<file path="config.mk">
export PLATFORM = sky130hd
export DESIGN_NAME = dma_fifo_drain_flat
export DESIGN_NICKNAME = d
export VERILOG_FILES = /design/src/rtl/dma_pkg.sv /design/src/rtl/dma_fifo_drain_if.sv /design/src/rtl/dma_skid_buf.sv /design/src/rtl/dma_fifo_drain.sv /design/src/flat_wrapper.sv
export SDC_FILE = /design/constraint.sdc
export NUM_CORES = 1
export LEC_CHECK = 0
export BUFFER_PORTS_ARGS = -buffer_cell sky130_fd_sc_hd__buf_2
export CORE_ASPECT_RATIO = 0.9
export CORE_UTILIZATION = 50
export DETAILED_ROUTE_END_ITERATION = 12
export PLACE_DENSITY = 0.69
export RECOVER_POWER = 50
export SLEW_MARGIN = 25
export SYNTH_ARGS = -nofsm -noshare
export SYNTH_HDL_FRONTEND = slang
export SYNTH_SLANG_ARGS = --single-unit
</file>
<file path="constraint.sdc">
create_clock -name clk -period 3.88 [get_ports clk]
set_input_delay 0.194 -clock clk [delete_from_list [all_inputs] [get_ports clk]]
set_output_delay 0.194 -clock clk [all_outputs]
set_load 0.01 [all_outputs]
</file>
<file path="src/rtl/dma_pkg.sv">
// rtl/dma_pkg.sv - shared types and constants for the FIFO drain DMA engine
package dma_pkg;

    typedef enum logic [1:0] {
        DMA_IDLE = 2'd0,
        DMA_XFER = 2'd1,
        DMA_DONE = 2'd2
    } dma_drain_state_t;

    localparam int DMA_SKID_DEPTH = 2;

endpackage

</file>
<file path="src/rtl/dma_fifo_drain_if.sv">
// rtl/dma_fifo_drain_if.sv - FIFO read channel and memory write channel of the drain engine
interface dma_fifo_drain_if #(
    parameter int DATA_WIDTH = 8,
    parameter int ADDR_WIDTH = 16
);
    logic                  fifo_empty;
    logic                  fifo_r_en;
    logic [DATA_WIDTH-1:0] fifo_rdata;
    logic                  mem_wr_valid;
    logic                  mem_wr_ready;
    logic [ADDR_WIDTH-1:0] mem_wr_addr;
    logic [DATA_WIDTH-1:0] mem_wr_data;

    modport master (
        input  fifo_empty, fifo_rdata, mem_wr_ready,
        output fifo_r_en, mem_wr_valid, mem_wr_addr, mem_wr_data
    );

    modport slave (
        output fifo_empty, fifo_rdata, mem_wr_ready,
        input  fifo_r_en, mem_wr_valid, mem_wr_addr, mem_wr_data
    );
endinterface

</file>
<file path="src/rtl/dma_skid_buf.sv">
// rtl/dma_skid_buf.sv - 2-entry skid buffer between FIFO read data and memory write port
module dma_skid_buf
    import dma_pkg::*;
#(
    parameter int DATA_WIDTH = 8
) (
    input  logic                  clk,
    input  logic                  rst_n,
    input  logic                  push_i,
    input  logic [DATA_WIDTH-1:0] push_data_i,
    input  logic                  pop_i,
    input  logic                  flush_i,
    output logic [DATA_WIDTH-1:0] head_o,
    output logic [1:0]            occ_o
);
    logic [DATA_WIDTH-1:0] ent0_q, ent0_d;
    logic [DATA_WIDTH-1:0] ent1_q, ent1_d;
    logic [1:0]            occ_q, occ_d;

    always_comb begin
        ent0_d = ent0_q;
        ent1_d = ent1_q;
        occ_d  = occ_q;
        if (flush_i) begin
            occ_d = 2'd0;
        end else begin
            case ({push_i, pop_i})
                2'b10: begin
                    if (occ_q == 2'd0) ent0_d = push_data_i;
                    else               ent1_d = push_data_i;
                    occ_d = occ_q + 2'd1;
                end
                2'b01: begin
                    ent0_d = ent1_q;
                    occ_d  = occ_q - 2'd1;
                end
                2'b11: begin
                    // Occupancy is unchanged; the new word lands behind whatever remains.
                    if (occ_q == 2'(DMA_SKID_DEPTH)) begin
                        ent0_d = ent1_q;
                        ent1_d = push_data_i;
                    end else begin
                        ent0_d = push_data_i;
                    end
                end
                default: ;
            endcase
        end
    end

    always_ff @(posedge clk) begin
        if (!rst_n) begin
            ent0_q <= '0;
            ent1_q <= '0;
            occ_q  <= 2'd0;
        end else begin
            ent0_q <= ent0_d;
            ent1_q <= ent1_d;
            occ_q  <= occ_d;
        end
    end

    assign head_o = ent0_q;
    assign occ_o  = occ_q;
endmodule

</file>
<file path="src/rtl/dma_fifo_drain.sv">
// rtl/dma_fifo_drain.sv - DMA engine draining the staging FIFO into word writes to memory
module dma_fifo_drain
    import dma_pkg::*;
#(
    parameter int DATA_WIDTH = 8,
    parameter int ADDR_WIDTH = 16,
    parameter int LEN_WIDTH  = 16
) (
    input  logic                  clk,
    input  logic                  rst_n,
    input  logic                  start,
    input  logic [ADDR_WIDTH-1:0] dst_addr,
    input  logic [LEN_WIDTH-1:0]  xfer_len,
    input  logic                  abort,
    output logic                  busy,
    output logic                  done,
    output logic                  aborted,
    dma_fifo_drain_if.master      bus
);
    dma_drain_state_t      state_q, state_d;
    logic [LEN_WIDTH-1:0]  pops_left_q, pops_left_d;
    logic [LEN_WIDTH-1:0]  writes_left_q, writes_left_d;
    logic [ADDR_WIDTH-1:0] addr_q, addr_d;
    logic                  aborted_q, aborted_d;
    logic                  inflight_q;

    logic                  xfer_abort;
    logic                  accept;
    logic                  pop;
    logic [1:0]            occ;
    logic [2:0]            fill;
    logic [DATA_WIDTH-1:0] head;

    assign xfer_abort = (state_q == DMA_XFER) && abort;
    assign accept     = bus.mem_wr_valid && bus.mem_wr_ready;
    // Words the buffer will hold after this edge if nothing new is popped.
    assign fill       = {1'b0, occ} + {2'b00, inflight_q} - {2'b00, accept};
    assign pop        = (state_q == DMA_XFER) && !xfer_abort && !bus.fifo_empty
                        && (pops_left_q != '0) && (fill < 3'(DMA_SKID_DEPTH));

    dma_skid_buf #(
        .DATA_WIDTH (DATA_WIDTH)
    ) u_skid (
        .clk         (clk),
        .rst_n       (rst_n),
        .push_i      (inflight_q),
        .push_data_i (bus.fifo_rdata),
        .pop_i       (accept),
        .flush_i     (xfer_abort),
        .head_o      (head),
        .occ_o       (occ)
    );

    always_comb begin
        state_d       = state_q;
        pops_left_d   = pops_left_q;
        writes_left_d = writes_left_q;
        addr_d        = addr_q;
        aborted_d     = aborted_q;
        case (state_q)
            DMA_IDLE: begin
                if (start) begin
                    addr_d        = dst_addr;
                    pops_left_d   = xfer_len;
                    writes_left_d = xfer_len;
                    aborted_d     = 1'b0;
                    state_d       = (xfer_len == '0) ? DMA_DONE : DMA_XFER;
                end
            end
            DMA_XFER: begin
                if (pop) pops_left_d = pops_left_q - LEN_WIDTH'(1);
                if (accept) begin
                    addr_d = addr_q + ADDR_WIDTH'(1);
                    if (writes_left_q != '0) writes_left_d = writes_left_q - LEN_WIDTH'(1);
                end
                if (xfer_abort) begin
                    state_d   = DMA_IDLE;
                    aborted_d = 1'b1;
                end else if (accept && (writes_left_q == LEN_WIDTH'(1))) begin
                    state_d = DMA_DONE;
                end
            end
            DMA_DONE: state_d = DMA_IDLE;
            default:  state_d = DMA_IDLE;
        endcase
    end

    always_ff @(posedge clk) begin
        if (!rst_n) begin
            state_q       <= DMA_IDLE;
            pops_left_q   <= '0;
            writes_left_q <= '0;
            addr_q        <= '0;
            aborted_q     <= 1'b0;
            inflight_q    <= 1'b0;
        end else begin
            state_q       <= state_d;
            pops_left_q   <= pops_left_d;
            writes_left_q <= writes_left_d;
            addr_q        <= addr_d;
            aborted_q     <= aborted_d;
            inflight_q    <= pop;
        end
    end

    assign busy             = (state_q != DMA_IDLE);
    assign done             = (state_q == DMA_DONE);
    assign aborted          = aborted_q;
    assign bus.fifo_r_en    = pop;
    assign bus.mem_wr_valid = (occ != 2'd0);
    assign bus.mem_wr_addr  = addr_q;
    assign bus.mem_wr_data  = head;
endmodule
</file>
<file path="src/flat_wrapper.sv">
// flat-port wrapper written by rule: the top's interface ports become plain ports
module dma_fifo_drain_flat import dma_pkg::*;
#(
    parameter int DATA_WIDTH = 8,
    parameter int ADDR_WIDTH = 16,
    parameter int LEN_WIDTH  = 16
)
  (clk, rst_n, start, dst_addr, xfer_len, abort, busy, done, aborted, bus_fifo_empty, bus_fifo_rdata, bus_mem_wr_ready, bus_fifo_r_en, bus_mem_wr_valid, bus_mem_wr_addr, bus_mem_wr_data);
  dma_fifo_drain_if #(.DATA_WIDTH(DATA_WIDTH), .ADDR_WIDTH(ADDR_WIDTH)) bus_i ();
  input  logic clk;
  input  logic rst_n;
  input  logic start;
  input  logic [ADDR_WIDTH-1:0] dst_addr;
  input  logic [LEN_WIDTH-1:0] xfer_len;
  input  logic abort;
  output logic busy;
  output logic done;
  output logic aborted;
  input wire logic [$bits(bus_i.fifo_empty)-1:0] bus_fifo_empty;
  input wire logic [$bits(bus_i.fifo_rdata)-1:0] bus_fifo_rdata;
  input wire logic [$bits(bus_i.mem_wr_ready)-1:0] bus_mem_wr_ready;
  output wire logic [$bits(bus_i.fifo_r_en)-1:0] bus_fifo_r_en;
  output wire logic [$bits(bus_i.mem_wr_valid)-1:0] bus_mem_wr_valid;
  output wire logic [$bits(bus_i.mem_wr_addr)-1:0] bus_mem_wr_addr;
  output wire logic [$bits(bus_i.mem_wr_data)-1:0] bus_mem_wr_data;
  assign bus_i.fifo_empty = bus_fifo_empty;
  assign bus_i.fifo_rdata = bus_fifo_rdata;
  assign bus_i.mem_wr_ready = bus_mem_wr_ready;
  assign bus_fifo_r_en = bus_i.fifo_r_en;
  assign bus_mem_wr_valid = bus_i.mem_wr_valid;
  assign bus_mem_wr_addr = bus_i.mem_wr_addr;
  assign bus_mem_wr_data = bus_i.mem_wr_data;
  dma_fifo_drain #(.DATA_WIDTH(DATA_WIDTH), .ADDR_WIDTH(ADDR_WIDTH), .LEN_WIDTH(LEN_WIDTH)) u_core (.clk(clk), .rst_n(rst_n), .start(start), .dst_addr(dst_addr), .xfer_len(xfer_len), .abort(abort), .busy(busy), .done(done), .aborted(aborted), .bus(bus_i));
endmodule
</file>
After elaboration in Yosys (flattened, before gate mapping)
Index checks and enable logic that the tools add are counted.
{"block": "totals", "output_inout_bits": 29, "elab_cells": 87, "in_bits": 46, "reg_bits": 70}
{"block": "classes", "reduce_logical": 28, "n_eq_ne": 16, "addsub": 7, "order_cmp": 1, "bitwise": 2, "n_mux": 24}
{"operator": "$mux W16", "n": 6}
{"operator": "$pmux W16 S2", "n": 3}
{"operator": "$mux W8", "n": 4}
{"operator": "$reduce_bool A16 Y1", "n": 2}
{"operator": "$sub A16 B1 Y16 const B", "n": 2}
{"operator": "$pmux W8 S3", "n": 1}
{"operator": "$add A16 B1 Y16 const B", "n": 1}
{"operator": "$eq A16 B1 Y1 const B", "n": 1}
{"operator": "$logic_not A16 Y1", "n": 1}
{"operator": "$pmux W8 S2", "n": 1}
{"operator": "$ne A2 B2 Y1 const B", "n": 6}
{"operator": "$reduce_and A3 Y1", "n": 4}
{"operator": "$reduce_bool A2 Y1", "n": 5}
{"operator": "$eq A2 B2 Y1 const B", "n": 4}
{"operator": "$mux W2", "n": 4}
{"operator": "$pmux W2 S2", "n": 2}
{"operator": "$reduce_and A4 Y1", "n": 2}
{"operator": "$logic_and A1 B1 Y1", "n": 7}
{"operator": "$eq A2 B1 Y1 const B", "n": 2}
{"operator": "$logic_not A2 Y1", "n": 2}
{"operator": "$ne A2 B1 Y1 const B", "n": 2}
{"operator": "$add A2 B1 Y3", "n": 1}
{"operator": "$lt A3 B2 Y1 const B", "n": 1}
{"operator": "$ne A3 B2 Y1 const B", "n": 1}
{"operator": "10 further kinds", "n": 13}

Longest topological paths before layout
Gate-level depths: netlist of run 1.
{"block": "depth", "depth_word": 9, "ltp_mapped": 13, "ltp_nobuf": 11}

Modules after synthesis
Synthesis of run 1 repeated with hierarchy kept, for this count alone.
{"block": "unflattened", "cells_unflattened": 534, "area_unflattened_um2": 4101.4}
{"mod": "dma_fifo_drain", "cells_per_inst": 449, "instances": 1, "area_per_inst_um2": 3246.9, "seq_area_each_um2": 1041.0}
{"mod": "dma_skid_buf", "cells_per_inst": 85, "instances": 1, "area_per_inst_um2": 854.6, "seq_area_each_um2": 360.3}

Worst setup path before layout of run 1
Ideal clock, no wire load.
{"block": "synth_path", "kind": "reg-to-reg", "from": "reg u_core.u_skid.occ_q[1] (netlist: u_core.u_skid.occ_o[1])", "to": "reg u_core.pops_left_q[2]", "setup_ps": 92, "required_time_ps": 3788, "arrival_time_ps": 3010, "path_slack_ps": 777, "synth_period_minus_slack_ps": 3103, "stages_incl_launch_ff": 14, "path_buffers": 2, "cell_sequence": "dfxtp_1 -> or2_2 -> nand2_1 -> inv_1 -> ha_1 -> fa_1 -> nand2b_1 -> or4_1 -> a41o_1 -> buf_2 -> clkinv_2 -> nor2_1 -> buf_2 -> o32ai_1"}
{"block": "synth_between", "elab_chain_cells": 7, "word_cells_on_any_way": 8, "classes_between": "2 x add/sub; 1 x order compare; 1 x eq/ne; 4 x reduce/logical"}
{"item": "from (decl)", "line": "dma_skid_buf.sv:18", "source": "logic [1:0] occ_q, occ_d;"}
{"item": "from (signal assigned)", "line": "dma_skid_buf.sv:55", "source": "occ_q <= 2'd0;"}
{"item": "from (signal assigned)", "line": "dma_skid_buf.sv:59", "source": "occ_q <= occ_d;"}
{"item": "$reduce_bool A2 Y1", "line": "dma_fifo_drain.sv:110", "source": "assign bus.mem_wr_valid = (occ != 2'd0);"}
{"item": "named net bus_mem_wr_valid", "line": "flat_wrapper.sv:23", "source": "output wire logic [$bits(bus_i.mem_wr_valid)-1:0] bus_mem_wr_valid;"}
{"item": "$logic_and A1 B1 Y1", "line": "dma_fifo_drain.sv:35", "source": "assign accept = bus.mem_wr_valid && bus.mem_wr_ready;"}
{"item": "$sub A3 B1 Y3", "line": "dma_fifo_drain.sv:37", "source": "assign fill = {1'b0, occ} + {2'b00, inflight_q} - {2'b00, accept};"}
{"item": "$lt A3 B2 Y1", "line": "dma_fifo_drain.sv:39", "source": "&& (pops_left_q != '0) && (fill < 3'(DMA_SKID_DEPTH));"}
{"item": "$logic_and A1 B1 Y1", "line": "dma_fifo_drain.sv:39"}
{"item": "named net bus_fifo_r_en", "line": "flat_wrapper.sv:22", "source": "output wire logic [$bits(bus_i.fifo_r_en)-1:0] bus_fifo_r_en;"}
{"item": "$ne A2 B2 Y1 (no line)"}
{"item": "$reduce_and A3 Y1 (no line)"}
{"item": "to (signal assigned)", "line": "dma_fifo_drain.sv:98", "source": "pops_left_q <= pops_left_d;"}
{"item": "to (decl)", "line": "dma_fifo_drain.sv:21", "source": "logic [LEN_WIDTH-1:0] pops_left_q, pops_left_d;"}
The timed path passes the listed nets, and every way through them passes these cells.
A chain may end at the register's enable or synchronous reset.

Worst setup path after layout of run 1
{"block": "layout_path", "from": "reg u_core.u_skid.occ_q[1] (netlist: u_core.u_skid.occ_o[1])", "to": "reg u_core.pops_left_q[9]"}
{"block": "layout_between", "elab_chain_cells": 7, "word_cells_on_any_way": 8, "classes_between": "2 x add/sub; 1 x order compare; 1 x eq/ne; 4 x reduce/logical"}
{"item": "parallel branches: the longest is 2 deep, another holds $add A2 B1 Y3"}
{"item": "$sub A3 B1 Y3 *", "line": "dma_fifo_drain.sv:37"}
{"item": "$lt A3 B2 Y1 *", "line": "dma_fifo_drain.sv:39"}
{"item": "$logic_and A1 B1 Y1 *", "line": "dma_fifo_drain.sv:39"}
{"item": "$ne A2 B2 Y1 (no line) *"}
{"item": "$reduce_and A3 Y1 (no line) *"}
Every way passes the cells marked *.

==> results of run 1 <==
power breakdown:
part / switching [mW] / total, mW / internal (mW)
registers: 0.0730 / 0.861 / 0.788
clock network: 0.306 / 0.609 / 0.303
logic: 0.377 / 0.611 / 0.234
total: 0.756 / 2.08 / 1.33
cell type report:
class	instances	area [µm²]
Fill cell	782	3340
Clock buffer	10	128
Timing Repair Buffer	81	382
Sequential cell	70	1400
Inverter	15	60.1
Clock inverter	6	70.1
Tap cell	99	124
Multi-Input combinational cell	422	2560
layout by cell type (no fill, tap or decap), drive strengths merged, types with 4 or more instances in the layout:
master | netlist | layout
a2bb2oi | 5 | 5
nand4 | 4 | 4
o21ai | 34 | 34
nand2 | 59 | 59
mux2i | 9 | 9
clkbuf | 28 | 40
nor3b | 5 | 5
o31ai | 11 | 11
dfxtp | 70 | 70
or2 | 6 | 6
nor4 | 12 | 12
nand2b | 7 | 7
a21o | 6 | 6
nor3 | 13 | 13
nor2 | 68 | 68
ha | 11 | 11
a21oi | 56 | 56
o211ai | 6 | 6
nand3 | 19 | 19
o22ai | 6 | 6
a31oi | 5 | 5
clkinv | 1 | 4
nor2b | 4 | 4
a22oi | 12 | 12
or4 | 5 | 5
and3 | 5 | 5
a211oi | 12 | 12
buf | 9 | 51
o32ai | 7 | 7
inv | 14 | 16
cells by family after synthesis:
logic type	synth area share
AND/OR/NAND/NOR	0.245
AO/OA/AOI/OAI	0.298
flip-flops	0.336
buffers and inverters	0.0536
adder cells (fa/ha/maj)	0.0377
multiplexers	0.0216
XOR/XNOR	0.00839
cells in the mapped netlist (all sizes together), types with 7 or more instances:
library cell	n
nor2	68
nor3	13
a22oi	12
buf	9
nor4	12
o31ai	11
nand2	59
o21ai	34
a211oi	12
ha	11
dfxtp	70
o32ai	7
clkbuf	28
a21oi	56
nand2b	7
inv	14
nand3	19
mux2i	9
routing by layer:
metal	vias up	routed length [µm]	share of wire	track usage
li1	2104	-	-	-
met5	-	0	0	0
met3	16	628	0.055	0.0506
met2	130	5270	0.46	0.444
met1	1998	5290	0.47	0.362
met4	0	146	0.013	0.0801
critical path: stages, from the launching register on:
cell	delay, ns
dfxtp_1	0.39
or2_2	0.36
nand2_1	0.14
inv_1	0.09
ha_1	0.22
fa_1	0.51
nand2b_1	0.05
or4_1	0.49
a41o_1	0.25
clkinv_2	0.10
nor2_1	0.11
buf_4	0.21
o32ai_1	0.27
worst paths after layout:
check | endpoint | slack (ns)
setup / recovery | u_core.pops_left_q[9]$_SDFFE_PN0P_ | 0.58
hold / removal | u_core.u_skid.ent1_q[1]$_SDFFE_PN0P_ | 0.09
setup reg to reg | u_core.pops_left_q[9]$_SDFFE_PN0P_ | 0.58
hold reg to reg | u_core.aborted$_SDFFE_PN0P_ | 0.46
per-stage QoR:
stage	setup WS, ns	instances	hold slack (ns)	area [µm²]
2_1_floorplan	0.777	544	0.341	4180
3_3_place_gp	0.748	687	0.441	4570
3_5_place_dp	0.613	687	0.448	4570
4_1_cts	0.578	703	0.0814	4770
5_1_grt	0.381	703	0.0970	4720
6_report	0.583	703	0.0875	4720
flip-flops by register name, indices dropped and copies added, names as in the netlist:
register and count:
u_core.u_skid.head_o 8, u_core.u_skid.ent1_q 8, u_core.bus.mem_wr_addr 16, u_core.aborted 1, u_core.writes_left_q 16, u_core.pops_left_q 16
u_core.u_skid.occ_o 2, u_core.inflight_q 1, u_core.state_q 2
==> flow_summary.ini, run 1 <==
[detailed_routing]
drt-total-wl_mm = 11.3
firstDrtPassIters = 7
num_vias = 4248
route.detailed.drc = 0
viasPerCell = 6.04
route.detailed.wl_per_inst_um = 16.1
drtIter0Drc = 313
drt.antenna.violating_nets = 0

[synth]
syn_area_per_cell_um2 = 7.68
synthArstFlopShare = 0
synth_area_mm2 = 0.00418
netlist_instances = 544
synth_nets = 602
ys_seq_elements = 70
synth.top_cell.area_share = 0.336
synth_seq_area_share = 0.336
post-synth-top-area-cell = dfxtp_1
ys.flop_type = dfxtp_1
yosys_warnings = 0
synth_edf_count = 0
ys_types = 62
synth.area.top_cells = dfxtp_1 34%, nor2_1 6.1%, a21oi_1 5.5%, nand2_1 5.3%, ha_1 3.3%

[grt]
grt-ovfl-total = 0
grtUsageTotal = 0.269
grt_max_degree = 58
antenna_found_initial = 0
grt_pass1_wl_mm = 18.8
first_global_vias = 3908

[placed_design]
buffer_ports.inserted = 74
place_congestion = 0.856
dp_hpwl_mm = 7.87

[cts]
cts_buffer_depth = 2
post_cts_buffers = 0
h-tree-depth = 3
cts_num_sinks = 70
clockRootBuffer = clkbuf_8
ctsResizeCount = 0
clkTransAtPathRegs_ns = 0.09
numCtsBuffers = 9
cts_tree = done
ctsHoldBuffers = 0
clk_latency_ns = 0.36

[finish]
drive_above_1_share = 0.164
syn2layout_area_growth_pct = 13.1
diodes = 0
final_nets = 657
utilization = 0.586

[timing]
post-route-period-util = 0.850
rsz0062_at_grt = no
worst_slew_pin_slew_ns = 1.63
final-hold-violation-count = 0
max_slew_margin = -0.0858
finalClockSkew_ns = 0.00903
fmax_mhz = 303
setup_viol = 0
maxSlewViolCount = 34
tns_ns = 0
layout_min_cycle_time_ns = 3.30

[setup_path]
cp-start-kind = register
crit_fanout = 7
crit_path_end_kind = register
worstPathRequired_ns = 4.13
crit_start = u_core.u_skid.occ_o[1]$_SDFFE_PP0N_
timing.rr.start = u_core.u_skid.occ_o[1]$_SDFFE_PP0N_
reg2reg_depth = 12
arrival_ns = 3.55
crit_type = register to register

[floorplan]
chipHeight_um = 88.7
dieArea_mm2 = 0.00872
rows = 31
ios = 75
die_x_um = 98.3
start_util = 0.518
coreArea_mm2 = 0.00807

[min_path]
hold_depth = 3
hold_path_class = primary input to register
holdCritStartpoint = bus_fifo_rdata[1]

[job]
cap_violations = 1

[power]
max-vdd-ir-drop_uv = 205
power.leakage_nw = 1.80
design_power_total_mw = 2.08
powerDensity_mw_per_mm2 = 441

[run_status]
status = finished with violations
violations = capacitance limit, slew limit
Note: power is estimated with default switching activity, not from simulation.
==> run 2, diff against run 1 <==
- ABC_AREA: unset -> 1
- PLACE_DENSITY: 0.69 -> 0.71
- clock period: 3.88 -> 2.8 ns (I/O delays scaled with it)
==> run 2 against run 1 <==
  * The run now ends clean
  * Power is 38% higher
  * Critical path type is now register to primary output
  * Worst setup slack worse by 0.44 ns
  * Hold slack got worse by 0.069 ns
  * Cell area is 9.5% higher
  * Highest routed layer unchanged
  * Final cell count up 36%
==> flow_summary.ini, run 2 <==
[setup_path]
timing.rr.start = u_core.state_q[0]$_SDFFE_PN0P_
reg2reg_slack_ns = 0.24
reg2reg_depth = 9
crit_type = register to primary output
arrival_ns = 2.52
cp-start-kind = register
worstPathRequired_ns = 2.66
crit_path_end_kind = primary output
crit_fanout = 10
worstReg2RegEnd = u_core.writes_left_q[10]$_SDFFE_PN0P_

[finish]
final_common_cell = nand2_1
multi_input_area_mm2 = 0.00265
mostFrequentLayoutCells = 199 x nand2_1, 140 x nor2_1, 91 x inv_1
regArea_mm2 = 0.00141
syn2layout_area_growth_pct = 13.1
drive_above_1_share = 0.105
fill_cells = 910
diodes = 0
utilization = 0.592
final_nets = 888

[power]
powerDensity_mw_per_mm2 = 557
power.leakage_nw = 2.41
max-vdd-ir-drop_uv = 306

[timing]
tns_ns = 0
final-hold-violation-count = 0
rsz0062_at_grt = no
finalClockSkew_ns = 0.0102
layout_min_cycle_time_ns = 2.66
maxSlewViolCount = 0
hold_ws_ns = 0.0187
worst_slew_pin_slew_ns = 0.880
fmax_mhz = 376
max_slew_margin = 0.411
setup_viol = 0
post-route-period-util = 0.949

[detailed_routing]
route.detailed.wl_per_inst_um = 12.7
viasPerCell = 5.14
route.detailed.drc = 0
drt.antenna.violating_nets = 0
num_vias = 4905
drtIter0Drc = 241
drt-total-wl_mm = 12.1
firstDrtPassIters = 5

[synth]
synth_seq_area_share = 0.306
netlist_instances = 761
yosys_warnings = 0
synthArstFlopShare = 0
post-synth-top-area-cell = dfxtp_1
ys.flop_type = dfxtp_1
synth_common_cells = 197 x nand2_1, 137 x nor2_1, 91 x inv_1, 72 x o21ai_0, 70 x dfxtp_1
synth.top_cell.area_share = 0.306
ys_types = 40
ys_seq_elements = 70
synth.most_common_cell = nand2_1
synth.area.top_cells = dfxtp_1 31%, nand2_1 16%, nor2_1 11%, o21ai_0 7.9%, inv_1 7.5%
synth_area_mm2 = 0.00457
synth_nets = 819
syn_area_per_cell_um2 = 6.01
synth_edf_count = 0

[grt]
antenna_found_initial = 0
grt_pass1_wl_mm = 20.1
first_global_vias = 4422
grtUsageTotal = 0.268
grt_max_degree = 51
grt-ovfl-total = 0

[floorplan]
die_x_um = 103
rows = 32
start_util = 0.524
ios = 75
dieArea_mm2 = 0.00953
chipHeight_um = 92.7
coreArea_mm2 = 0.00873

[cts]
cts_tree = done
numCtsBuffers = 9
cts_buffer_depth = 2
cts_num_sinks = 70
h-tree-depth = 3
clockRootBuffer = clkbuf_8
clk_latency_ns = 0.35
clkTransAtPathRegs_ns = 0.09

[min_path]
hold_end = u_core.bus.mem_wr_addr[0]$_SDFFE_PN0P_
hold_depth = 3
holdCritStartpoint = dst_addr[0]
hold_path_class = primary input to register

[placed_design]
place_congestion = 0.867
dp_hpwl_mm = 8.81
buffer_ports.inserted = 74

[job]
cap_violations = 0

[run_status]
status = complete, no violations
run 2: stage by stage:
step / instance area, µm² / instances / worst slack, ns / power [mW]
finish: 5170 / 954 / 0.144 / 2.88
global route: 5170 / 954 / 0.00702 / 3.07
CTS: 5210 / 954 / 0.0156 / 2.90
detailed placement: 5010 / 937 / 0.126 / 2.05
global placement: 5010 / 937 / 0.249 / 2.03
floorplan: 4570 / 761 / 0.397 / 1.82
run 2: report_power, final:
part	internal (mW)	switching, mW
combinational	0.293	0.553
sequential	1.09	0.0934
clock	0.413	0.435
total	1.80	1.08
run 2: how the worst max path moves through the flow:
stage / depth (start not counted) / slack, ns / start / end
2_1_floorplan: 16 / 0.40 / u_core.u_skid.occ_o[1]$_SDFFE_PP0N_ / u_core.pops_left_q[8]$_SDFFE_PN0P_
6_report: 14 / 0.14 / u_core.u_skid.occ_o[1]$_SDFFE_PP0N_ / bus_fifo_r_en
4_1_cts: 14 / 0.02 / u_core.u_skid.occ_o[0]$_SDFFE_PP0N_ / bus_fifo_r_en
5_1_grt: 8 / 0.007 / u_core.state_q[0]$_SDFFE_PN0P_ / u_core.bus.mem_wr_addr[6]$_SDFFE_PN0P_
3_3_place_gp: 16 / 0.25 / u_core.u_skid.occ_o[1]$_SDFFE_PP0N_ / u_core.pops_left_q[8]$_SDFFE_PN0P_
3_5_place_dp: 16 / 0.13 / u_core.u_skid.occ_o[1]$_SDFFE_PP0N_ / u_core.pops_left_q[7]$_SDFFE_PN0P_
run 2: timing repair:
item | in CTS | in global routing
hold buffers | 0 | 0
pin swaps | 1 | 0
setup buffers | 1 | 0
setup endpoints to repair | 1 | 5
gates resized for setup | 1 | 5
run 2: kinds of logic (layout without fill, tap and decap cells):
kind of cell               after synthesis  count (layout)  share of synthesized area
and+or+nand+nor                        407             407                      0.370
buffers and inverters                  121             195                      0.109
DFF                                     70              70                      0.306
xor gates and xnor gates                 5               5                    0.00958
adders and majority gates               12              12                     0.0345
AOI/OAI and AO/OA                      146             146                      0.170
run 2: final cells by class:
| type | count | share of cell area |
|---|---|---|
| well taps | 119 | 0.0288 |
| multi-input cells | 570 | 0.513 |
| clock buffers | 9 | 0.0240 |
| inverters | 98 | 0.0716 |
| repair buffers | 81 | 0.0760 |
| clock inverters | 7 | 0.0143 |
| flip-flops and latches | 70 | 0.272 |
run 2: metal layers:
metal | routed length [µm] | global-route usage
met1 | 5570 | 0.351
met2 | 5610 | 0.434
met3 | 737 | 0.0611
met4 | 174 | 0.0857
met5 | 0 | 0
run 2: critical path: stages (launching register included):
cell and delay, ns:
dfxtp_4 0.38, nor2_1 0.07, nor2_2 0.13, inv_1 0.09, ha_4 0.28, nand2_1 0.07
fa_1 0.48, inv_1 0.03, nor2_1 0.08, nand3_1 0.07, nor2_1 0.08, nand2_1 0.09
buf_6 0.15, inv_1 0.05, buf_2 0.11
==> run 3, diff against run 2 <==
- CORE_ASPECT_RATIO: 0.9 -> 0.5
==> run 3 against run 2 <==
  * Hold slack improved by 0.022 ns
  * Sequential power about the same
  * Fmax down 0.31%
  * Clock-buffer cell count unchanged
  * Combinational power is 1% higher
  * Final cell count unchanged
  * Register-to-register slack gained 0.03 ns
  * Power increased by 12%
==> flow_summary.ini, run 3 (synthesis gave the netlist of run 2 again) <==
[cts]
clk_latency_ns = 0.34
ctsHoldBuffers = 0
cts_buffer_depth = 2
h-tree-depth = 3
clkTransAtPathRegs_ns = 0.06
cts_num_sinks = 70
clockRootBuffer = clkbuf_16
cts_tree = done
numCtsBuffers = 9

[finish]
syn2layout_area_growth_pct = 16.1
diodes = 0
drive_above_1_share = 0.115
utilization = 0.604
final_nets = 890
fill_cells = 926
final_common_cell = nand2_1
mostFrequentLayoutCells = 197 x nand2_1, 136 x nor2_1, 93 x inv_1

[timing]
fin_ws_ns = 0.135
layout_min_cycle_time_ns = 2.66
tns_ns = 0
post-route-period-util = 0.952
fmax_mhz = 375
maxSlewViolCount = 0
worst_slew_pin_slew_ns = 0.650
max_slew_margin = 0.564
setup_viol = 0
final-hold-violation-count = 0
finalClockSkew_ns = 0.00564

[power]
power.leakage_nw = 2.49
clkPwrFrac = 0.367
max-vdd-ir-drop_uv = 412
swShare = 0.352
pwr-share-seq = 0.368
switching_power_mw = 1.14
powerDensity_mw_per_mm2 = 609
internal_power_mw = 2.10
combPwrFrac = 0.265
design_power_total_mw = 3.23

[detailed_routing]
num_vias = 4897
firstDrtPassIters = 6
route.detailed.drc = 0
drtIter0Drc = 341
drt.antenna.violating_nets = 0
viasPerCell = 5.13
drt-total-wl_mm = 12.1
route.detailed.wl_per_inst_um = 12.7

[grt]
grt_pass1_wl_mm = 20.7
grt_max_degree = 51
grt-ovfl-total = 0
antenna_found_initial = 0
first_global_vias = 4463
grtUsageTotal = 0.273

[run_status]
status = complete, no violations

[floorplan]
start_util = 0.520
coreArea_mm2 = 0.00880
rows = 24
ios = 75
die_x_um = 137
dieArea_mm2 = 0.00956
chipHeight_um = 69.6

[setup_path]
arrival_ns = 2.52
worstPathRequired_ns = 2.66
cpPeakStageDelay_ns = 0.48
crit_start = u_core.u_skid.occ_o[0]$_SDFFE_PP0N_
crit_fanout = 10
crit_type = register to primary output
worst_path_most_repeated_cell = nor2_2
worstPathCellList = nor2_2, nor2_2, inv_2, ha_4, nand2_2, fa_1, inv_1, nor2_1, nand3_1, nor2_2, nand2_1, buf_6, inv_1, buf_2
timing.rr.start = u_core.u_skid.occ_o[0]$_SDFFE_PP0N_
cp-start-kind = register
crit_family = adder cells
slowest_stage = fa_1
cp_num_buf_inv = 5
crit_path_end_kind = primary output

[placed_design]
dp_hpwl_mm = 8.69
post-place-ws_ns = 0.0370
place_congestion = 0.896
buffer_ports.inserted = 74

[min_path]
holdCritStartpoint = bus_fifo_rdata[7]
hold_path_class = primary input to register

[job]
cap_violations = 0
-- run 3: final timing paths --
kind,slack [ns],end,depth (start not counted)
max,0.14,bus_fifo_r_en,14
min,0.04,u_core.u_skid.ent1_q[7]$_SDFFE_PN0P_,3
max reg2reg,0.27,u_core.pops_left_q[4]$_SDFFE_PN0P_,16
min reg2reg,0.46,u_core.u_skid.ent1_q[6]$_SDFFE_PN0P_,2
-- run 3: worst reg2reg max path, stage by stage (launching register included) --
cell     delay, ns
dfxtp_4       0.35
nor2_2        0.04
nor2_2        0.13
inv_2         0.07
ha_4          0.29
nand2_2       0.07
fa_1          0.48
inv_1         0.04
nor2_1        0.08
nand3_1       0.10
nor2_2        0.14
nand2_1       0.09
nand2_1       0.07
buf_4         0.23
inv_2         0.09
nor2_1        0.11
nor2_1        0.05
-- run 3: area by class of cell --
cell class	count	area (µm²)	share of cell area
timing repair buffer	83	409	0.0770
sequential	70	1410	0.265
tap	117	146	0.0276
clock buffer	9	225	0.0424
inverter	98	370	0.0697
clock inverter	7	81.3	0.0153
multi-input combinational	570	2670	0.503
-- run 3: what timing repair did --
| action | 4_1_cts | 5_1_grt |
|---|---|---|
| pin swaps | 1 | 4 |
| gates resized for setup | 1 | 8 |
| hold endpoints to repair | 0 | 0 |
| setup buffers | 1 | 1 |
| endpoints found under the setup margin | 1 | 13 |
-- run 3: power by group through the flow --
stage,Clock (mW),Combinational (mW),Sequential [mW]
6_report,1.19,0.855,1.19
5_1_grt,1.25,0.985,1.21
4_1_cts,1.19,0.853,1.19
3_5_place_dp,0,0.844,1.21
3_3_place_gp,0,0.833,1.21
2_1_floorplan,0,0.619,1.20
-- run 3: per-stage QoR --
step           hold WS (ns)  instance area [µm²]  cells
2_1_floorplan         0.283                 4570    761
4_1_cts              0.0397                 5330    953
3_3_place_gp          0.387                 5010    936
6_report             0.0405                 5310    954
5_1_grt              0.0554                 5310    954
3_5_place_dp          0.399                 5010    936
-- run 3: layer usage --
layer	share of wire	vias up	track usage
met5	0	-	0
met4	0.0098	0	0.0598
met3	0.064	9	0.0687
met2	0.43	132	0.435
met1	0.49	2199	0.371
li1	-	2557	-
